==> src/rtl/db_req_arbiter.sv <==
// rtl/db_req_arbiter.sv - two-port request arbiter in front of a shared KV DB
module db_req_arbiter #(
    parameter int KEY_SIZE   = 96,
    parameter int FIFO_DEPTH = 4,
    parameter int TIMEOUT    = 64
) (
    input  logic                clk156,
    input  logic                eth_rst_n,
    input  logic [KEY_SIZE-1:0] req0_key,
    input  logic [3:0]          req0_flag,
    input  logic                req0_valid,
    input  logic [KEY_SIZE-1:0] req1_key,
    input  logic [3:0]          req1_flag,
    input  logic                req1_valid,
    output logic                rsp0_valid,
    output logic [3:0]          rsp0_flag,
    output logic                rsp1_valid,
    output logic [3:0]          rsp1_flag,
    output logic [KEY_SIZE-1:0] db_key,
    output logic [3:0]          db_flag,
    output logic                db_valid,
    input  logic                db_ready,
    input  logic                db_rsp_valid,
    input  logic [3:0]          db_rsp_flag,
    output logic [7:0]          drop_cnt0,
    output logic [7:0]          drop_cnt1,
    output logic [7:0]          timeout_cnt
);

    localparam int PW = $clog2(FIFO_DEPTH);
    localparam int EW = KEY_SIZE + 4;
    localparam int TW = $clog2(TIMEOUT);
    localparam logic [TW-1:0] TIMER_LAST = TW'(TIMEOUT - 1);

    typedef enum logic [1:0] {
        S_IDLE,
        S_ISSUE,
        S_WAIT
    } state_t;

    // Per-port request queues, index 0/1 is the parser port
    logic [EW-1:0] mem_q    [2][FIFO_DEPTH];
    logic [PW:0]   wr_ptr_q [2];
    logic [PW:0]   rd_ptr_q [2];
    logic [7:0]    drop_cnt_q [2];

    logic [1:0]    req_v;
    logic [EW-1:0] req_e [2];
    logic [EW-1:0] head  [2];
    logic [1:0]    empty;
    logic [1:0]    full;
    logic [1:0]    push;
    logic [1:0]    pop;
    logic [1:0]    drop;
    logic          grant_any;
    logic          grant_sel;

    // Arbiter / DB-side state
    state_t        state_q;
    logic          grant_port_q;
    logic          last_grant_q;
    logic [TW-1:0] timer_q;
    logic          db_valid_q;
    logic [KEY_SIZE-1:0] db_key_q;
    logic [3:0]    db_flag_q;
    logic          rsp0_valid_q;
    logic          rsp1_valid_q;
    logic [3:0]    rsp0_flag_q;
    logic [3:0]    rsp1_flag_q;
    logic [7:0]    timeout_cnt_q;
    logic          reply_now;
    logic [3:0]    reply_flag;

    // Queue status, round-robin grant and push/pop/drop decisions
    always_comb begin
        req_v    = {req1_valid, req0_valid};
        req_e[0] = {req0_key, req0_flag};
        req_e[1] = {req1_key, req1_flag};
        for (int p = 0; p < 2; p++) begin
            empty[p] = (wr_ptr_q[p] == rd_ptr_q[p]);
            full[p]  = (wr_ptr_q[p][PW] != rd_ptr_q[p][PW]) &&
                       (wr_ptr_q[p][PW-1:0] == rd_ptr_q[p][PW-1:0]);
            head[p]  = mem_q[p][rd_ptr_q[p][PW-1:0]];
        end
        grant_any = (state_q == S_IDLE) && (empty != 2'b11);
        // On a tie the port that did not win last time goes first
        if (!empty[0] && !empty[1]) begin
            grant_sel = ~last_grant_q;
        end else begin
            grant_sel = empty[0];
        end
        for (int p = 0; p < 2; p++) begin
            pop[p]  = grant_any && (grant_sel == 1'(p));
            // A pop in the same cycle frees a slot, so a full queue still accepts
            push[p] = req_v[p] && (!full[p] || pop[p]);
            drop[p] = req_v[p] && full[p] && !pop[p];
        end
        // A reply racing the timeout wins; the flag then comes from the DB
        reply_now  = (state_q == S_WAIT) && (db_rsp_valid || (timer_q == TIMER_LAST));
        reply_flag = db_rsp_valid ? db_rsp_flag : 4'b0000;
    end

    // Queue storage writes; contents are don't-care while a slot is empty
    always_ff @(posedge clk156) begin
        for (int p = 0; p < 2; p++) begin
            if (push[p]) begin
                mem_q[p][wr_ptr_q[p][PW-1:0]] <= req_e[p];
            end
        end
    end

    // Queue pointers and saturating drop counters
    always_ff @(posedge clk156 or negedge eth_rst_n) begin
        if (!eth_rst_n) begin
            for (int p = 0; p < 2; p++) begin
                wr_ptr_q[p]   <= '0;
                rd_ptr_q[p]   <= '0;
                drop_cnt_q[p] <= 8'd0;
            end
        end else begin
            for (int p = 0; p < 2; p++) begin
                if (push[p]) begin
                    wr_ptr_q[p] <= wr_ptr_q[p] + 1'b1;
                end
                if (pop[p]) begin
                    rd_ptr_q[p] <= rd_ptr_q[p] + 1'b1;
                end
                if (drop[p] && (drop_cnt_q[p] != 8'hFF)) begin
                    drop_cnt_q[p] <= drop_cnt_q[p] + 8'd1;
                end
            end
        end
    end

    // Single-outstanding FSM: grant, hold request until accepted, await reply or timeout
    always_ff @(posedge clk156 or negedge eth_rst_n) begin
        if (!eth_rst_n) begin
            state_q       <= S_IDLE;
            grant_port_q  <= 1'b0;
            last_grant_q  <= 1'b1;
            timer_q       <= '0;
            db_valid_q    <= 1'b0;
            db_key_q      <= '0;
            db_flag_q     <= 4'd0;
            rsp0_valid_q  <= 1'b0;
            rsp1_valid_q  <= 1'b0;
            rsp0_flag_q   <= 4'd0;
            rsp1_flag_q   <= 4'd0;
            timeout_cnt_q <= 8'd0;
        end else begin
            rsp0_valid_q <= 1'b0;
            rsp1_valid_q <= 1'b0;
            case (state_q)
                S_IDLE: begin
                    if (grant_any) begin
                        {db_key_q, db_flag_q} <= head[grant_sel];
                        grant_port_q          <= grant_sel;
                        db_valid_q            <= 1'b1;
                        state_q               <= S_ISSUE;
                    end
                end
                S_ISSUE: begin
                    if (db_ready) begin
                        db_valid_q <= 1'b0;
                        timer_q    <= '0;
                        state_q    <= S_WAIT;
                    end
                end
                S_WAIT: begin
                    if (reply_now) begin
                        if (grant_port_q) begin
                            rsp1_valid_q <= 1'b1;
                            rsp1_flag_q  <= reply_flag;
                        end else begin
                            rsp0_valid_q <= 1'b1;
                            rsp0_flag_q  <= reply_flag;
                        end
                        if (!db_rsp_valid && (timeout_cnt_q != 8'hFF)) begin
                            timeout_cnt_q <= timeout_cnt_q + 8'd1;
                        end
                        last_grant_q <= grant_port_q;
                        state_q      <= S_IDLE;
                    end else begin
                        timer_q <= timer_q + TW'(1);
                    end
                end
                default: begin
                    state_q <= S_IDLE;
                end
            endcase
        end
    end

    assign db_valid    = db_valid_q;
    assign db_key      = db_key_q;
    assign db_flag     = db_flag_q;
    assign rsp0_valid  = rsp0_valid_q;
    assign rsp1_valid  = rsp1_valid_q;
    assign rsp0_flag   = rsp0_flag_q;
    assign rsp1_flag   = rsp1_flag_q;
    assign drop_cnt0   = drop_cnt_q[0];
    assign drop_cnt1   = drop_cnt_q[1];
    assign timeout_cnt = timeout_cnt_q;

endmodule

==> config.mk <==
export PLATFORM = sky130hd
export DESIGN_NAME = db_req_arbiter
export DESIGN_NICKNAME = d
export VERILOG_FILES = /design/src/rtl/db_req_arbiter.sv
export SDC_FILE = /design/constraint.sdc
export NUM_CORES = 1
export LEC_CHECK = 0
export CAP_MARGIN = 15
export CORE_UTILIZATION = 35
export DETAILED_ROUTE_END_ITERATION = 10
export DONT_BUFFER_PORTS = 1
export GPL_TIMING_DRIVEN = 0
export PLACE_DENSITY_LB_ADDON = 0.08
export REMOVE_ABC_BUFFERS = 1
export SYNTH_ARGS = -nofsm -noshare
export SYNTH_HDL_FRONTEND = slang
export SYNTH_SLANG_ARGS = --single-unit
==> constraint.sdc <==
create_clock -name clk156 -period 11.5 [get_ports clk156]
set_input_delay 3.45 -clock clk156 [delete_from_list [all_inputs] [get_ports clk156]]
set_output_delay 3.45 -clock clk156 [all_outputs]
set_load 0.02 [all_outputs]
==> impl_metrics.csv <==
group,metric,value,unit
synthesis,synth_area_leaders,"edfxtp_1 (66%), mux4_2 (12%), dfrtp_1 (11%)",
global_routing,grt_pass1_vias,19300,
clock_network,cts_buffers,105,
synthesis,synth_edf_count,800,
clock_network,postCtsSetupBuffers,0,
synthesis,synth_cell_types,36,
global_routing,antenna_found_initial,1,
timing,timing_hold_violations_final,0,
synthesis,yosysTopAreaCell,"edfxtp_1",
timing,finalSetupViolations,0,
worst_setup_path,crit_end,"db_key[4]",
placement,place_congestion,0.724,
timing,timing.final.crit_share,41.2,%
routing,drtAntennaViolNets,0,
worst_setup_path,required,8.05,ns
synthesis,syn_area,0.0364,sq mm
clock_network,clockRootBuffer,"clkbuf_16",
routing,wire_per_inst,28.9,um
clock_network,clock_sinks,957,
placement,port_buffers,0,
cells_and_area,fin_nets,2117,
synthesis,ys_ff_latch,957,
cells_and_area,layout_common_cells,"edfxtp_1 (800), nand3_1 (215), mux4_2 (200)",
floorplan,rows,117,
worst_setup_path,worstSetupStartpointType,"register",
worst_setup_path,criticalPathCategory,"reg -> out",
timing,period_minus_slack,4.74,ns
synthesis,yosysSeqAreaShare,76.8,%
global_routing,grt_pass1_wl,140,mm
cells_and_area,areaGrowthSynthToFinish,15.4,%
clock_network,cts_resized,0,
floorplan,io_pins,345,
routing,via_per_inst,5.31,
timing,rsz0062_at_grt,"false",
routing,routed-wl-met2,48.2,mm
timing,tns,0,ns
cells_and_area,final_common_cell,"edfxtp_1",
synthesis,yosys_warnings,0,
routing,wl_met3,7.58,mm
synthesis,synth_top_flop_cell,"edfxtp_1",
synthesis,netlist.area_leader.share,66.0,%
synthesis,async_reset_ff_share,16.4,%
worst_setup_path,cp.arrival,1.29,ns
timing,clock_skew,0.0119,ns
clock_network,cts_tree,"yes",
worst_setup_path,reg2regPathDepth,7,
global_routing,track_usage,18.5,%
global_routing,overflow,0,
floorplan,die_w,325,um
worst_setup_path,rrSetupSlack,7.37,ns
power_and_ir_drop,p_per_area,295,mW/mm^2
clock_network,cts_max_path_buffers,3,
clock_network,h-tree-depth,3,
floorplan,dieArea,0.105,sq mm
routing,top_layer_used,"met4",
placement,place_hpwl,55.0,mm
timing,worst_slew_pin_slew,0.842,ns
routing,route.detailed.drc,0,
routing,firstDrtPassIters,4,
synthesis,syn_inst,1854,
worst_setup_path,critPathLaunch,"db_key[4]$_DFFE_PN0P_",
global_routing,grt_max_degree,158,
floorplan,initial_utilization,35.5,%
min_path,hold_path.class,"reg -> reg",
routing,m1WireLength,39.0,mm
power_and_ir_drop,ir_worst_vdd,0.201,mV
routing,routed_wirelength,96.8,mm
status,status,"finished clean",
power_and_ir_drop,leakagePower,14.0,nW
cells_and_area,drive_gt1_share,21.0,%
routing,drt_iter0_drc,1067,
worst_setup_path,crit_path_max_fanout,2,
worst_setup_path,r2r_start,"rd_ptr_q[4]$_DFFE_PN0P_",
power_and_ir_drop,power,12.4,mW
timing,slew_viol_final,0,
worst_setup_path,critical_path_depth,0,
cells_and_area,fin_util,41.0,%
floorplan,fp.coreArea,0.102,sq mm
routing,vias,17800,
clock_network,hold_buffers,0,
synthesis,synth.avg_cell_area,19.6,sq um
worst_setup_path,worstSetupEndpointType,"primary output",
job,maxCapViolations,0,
clock_network,clock_latency,0.68,ns
floorplan,die_y,325,um
timing,slew_headroom,43.8,%
timing,max_freq,211,MHz
clock_network,cts.reportedPaths.clkPinSlew,0.06,ns
worst_setup_path,r2r_end,"mem_q[0][694]$_DFFE_PP_",
## flip-flops by register name (all words and copies together), names as in the netlist
register / flops
mem_q: 800
db_key: 96
drop_cnt0: 8
drop_cnt1: 8
timeout_cnt: 8
rd_ptr_q: 6
timer_q: 6
wr_ptr_q: 6
db_flag: 4
rsp0_flag: 4
rsp1_flag: 4
state_q: 2
db_valid: 1
grant_port_q: 1
last_grant_q: 1
rsp0_valid: 1
rsp1_valid: 1
## how the worst min path moves through the flow
stage	start	endpoint	cells past startpoint
floorplan	last_grant_q$_DFFE_PN1P_	last_grant_q$_DFFE_PN1P_	2
global placement	rd_ptr_q[2]$_DFFE_PN0P_	rd_ptr_q[2]$_DFFE_PN0P_	1
detailed placement	wr_ptr_q[2]$_DFFE_PN0P_	wr_ptr_q[2]$_DFFE_PN0P_	1
CTS	wr_ptr_q[2]$_DFFE_PN0P_	wr_ptr_q[2]$_DFFE_PN0P_	1
global route	wr_ptr_q[2]$_DFFE_PN0P_	wr_ptr_q[2]$_DFFE_PN0P_	1
finish	wr_ptr_q[2]$_DFFE_PN0P_	wr_ptr_q[2]$_DFFE_PN0P_	1
## routing by layer
layer	vias up	track usage, %
li1	7526	-
met1	9658	22.9
met2	485	31.3
met3	122	6.29
met4	0	4.54
met5	-	0
## where the power goes
group          switching, mW  total [mW]  internal (mW)  leakage [nW]
sequential             0.710        5.46           4.75          9.29
combinational           2.21        3.71           1.50          3.08
clock                   1.35        3.23           1.88          1.62
total                   4.27        12.4           8.13          14.0
## metrics by stage
stage | std cells | worst slack [ns] | hold WS, ns | cell area [sq um]
finish | 3348 | 6.76 | 0.495 | 42000
CTS | 3347 | 6.66 | 0.495 | 42000
floorplan | 1752 | 2.27 | 0.463 | 36000
detailed placement | 3154 | 6.35 | 0.483 | 38700
global route | 3347 | 6.61 | 0.512 | 42000
global placement | 3120 | -7.26 | 0.484 | 37700
## cells by family after synthesis
kind of cell | after synthesis | synth area share [%]
muxes | 217 | 12.9
buffers and inverters | 213 | 2.30
adders and majority gates | 14 | 0.481
xor gates and xnor gates | 37 | 0.890
AOI/OAI and AO/OA | 124 | 2.49
DFF | 957 | 76.8
and+or+nand+nor | 292 | 4.16
## final cells by class
class / instances / area [sq um]
diodes: 1 / 2.50
clock inverters: 36 / 322
repair buffers: 34 / 898
well taps: 1368 / 1710
flip-flops and latches: 957 / 28000
fillers: 9196 / 60500
multi-input cells: 684 / 7690
clock buffers: 157 / 2980
inverters: 111 / 427
## Yosys cell counts, types with 3 or more instances
master    count
and2_1        9
and3_1        9
buf_1        16
buf_2        30
clkbuf_1     56
dfrtp_1     156
edfxtp_1    800
ha_1         14
inv_1       111
mux2_2       15
mux4_2      200
nand2_1      11
nand2b_1      4
nand3_1     217
nand4_1       8
nor2_1        7
nor3_1        8
nor4_1       10
o211ai_1    104
o21a_1        3
o21ai_0      10
xnor2_1      18
xor2_1       19
No activity file was read; power rests on OpenSTA's default activity.
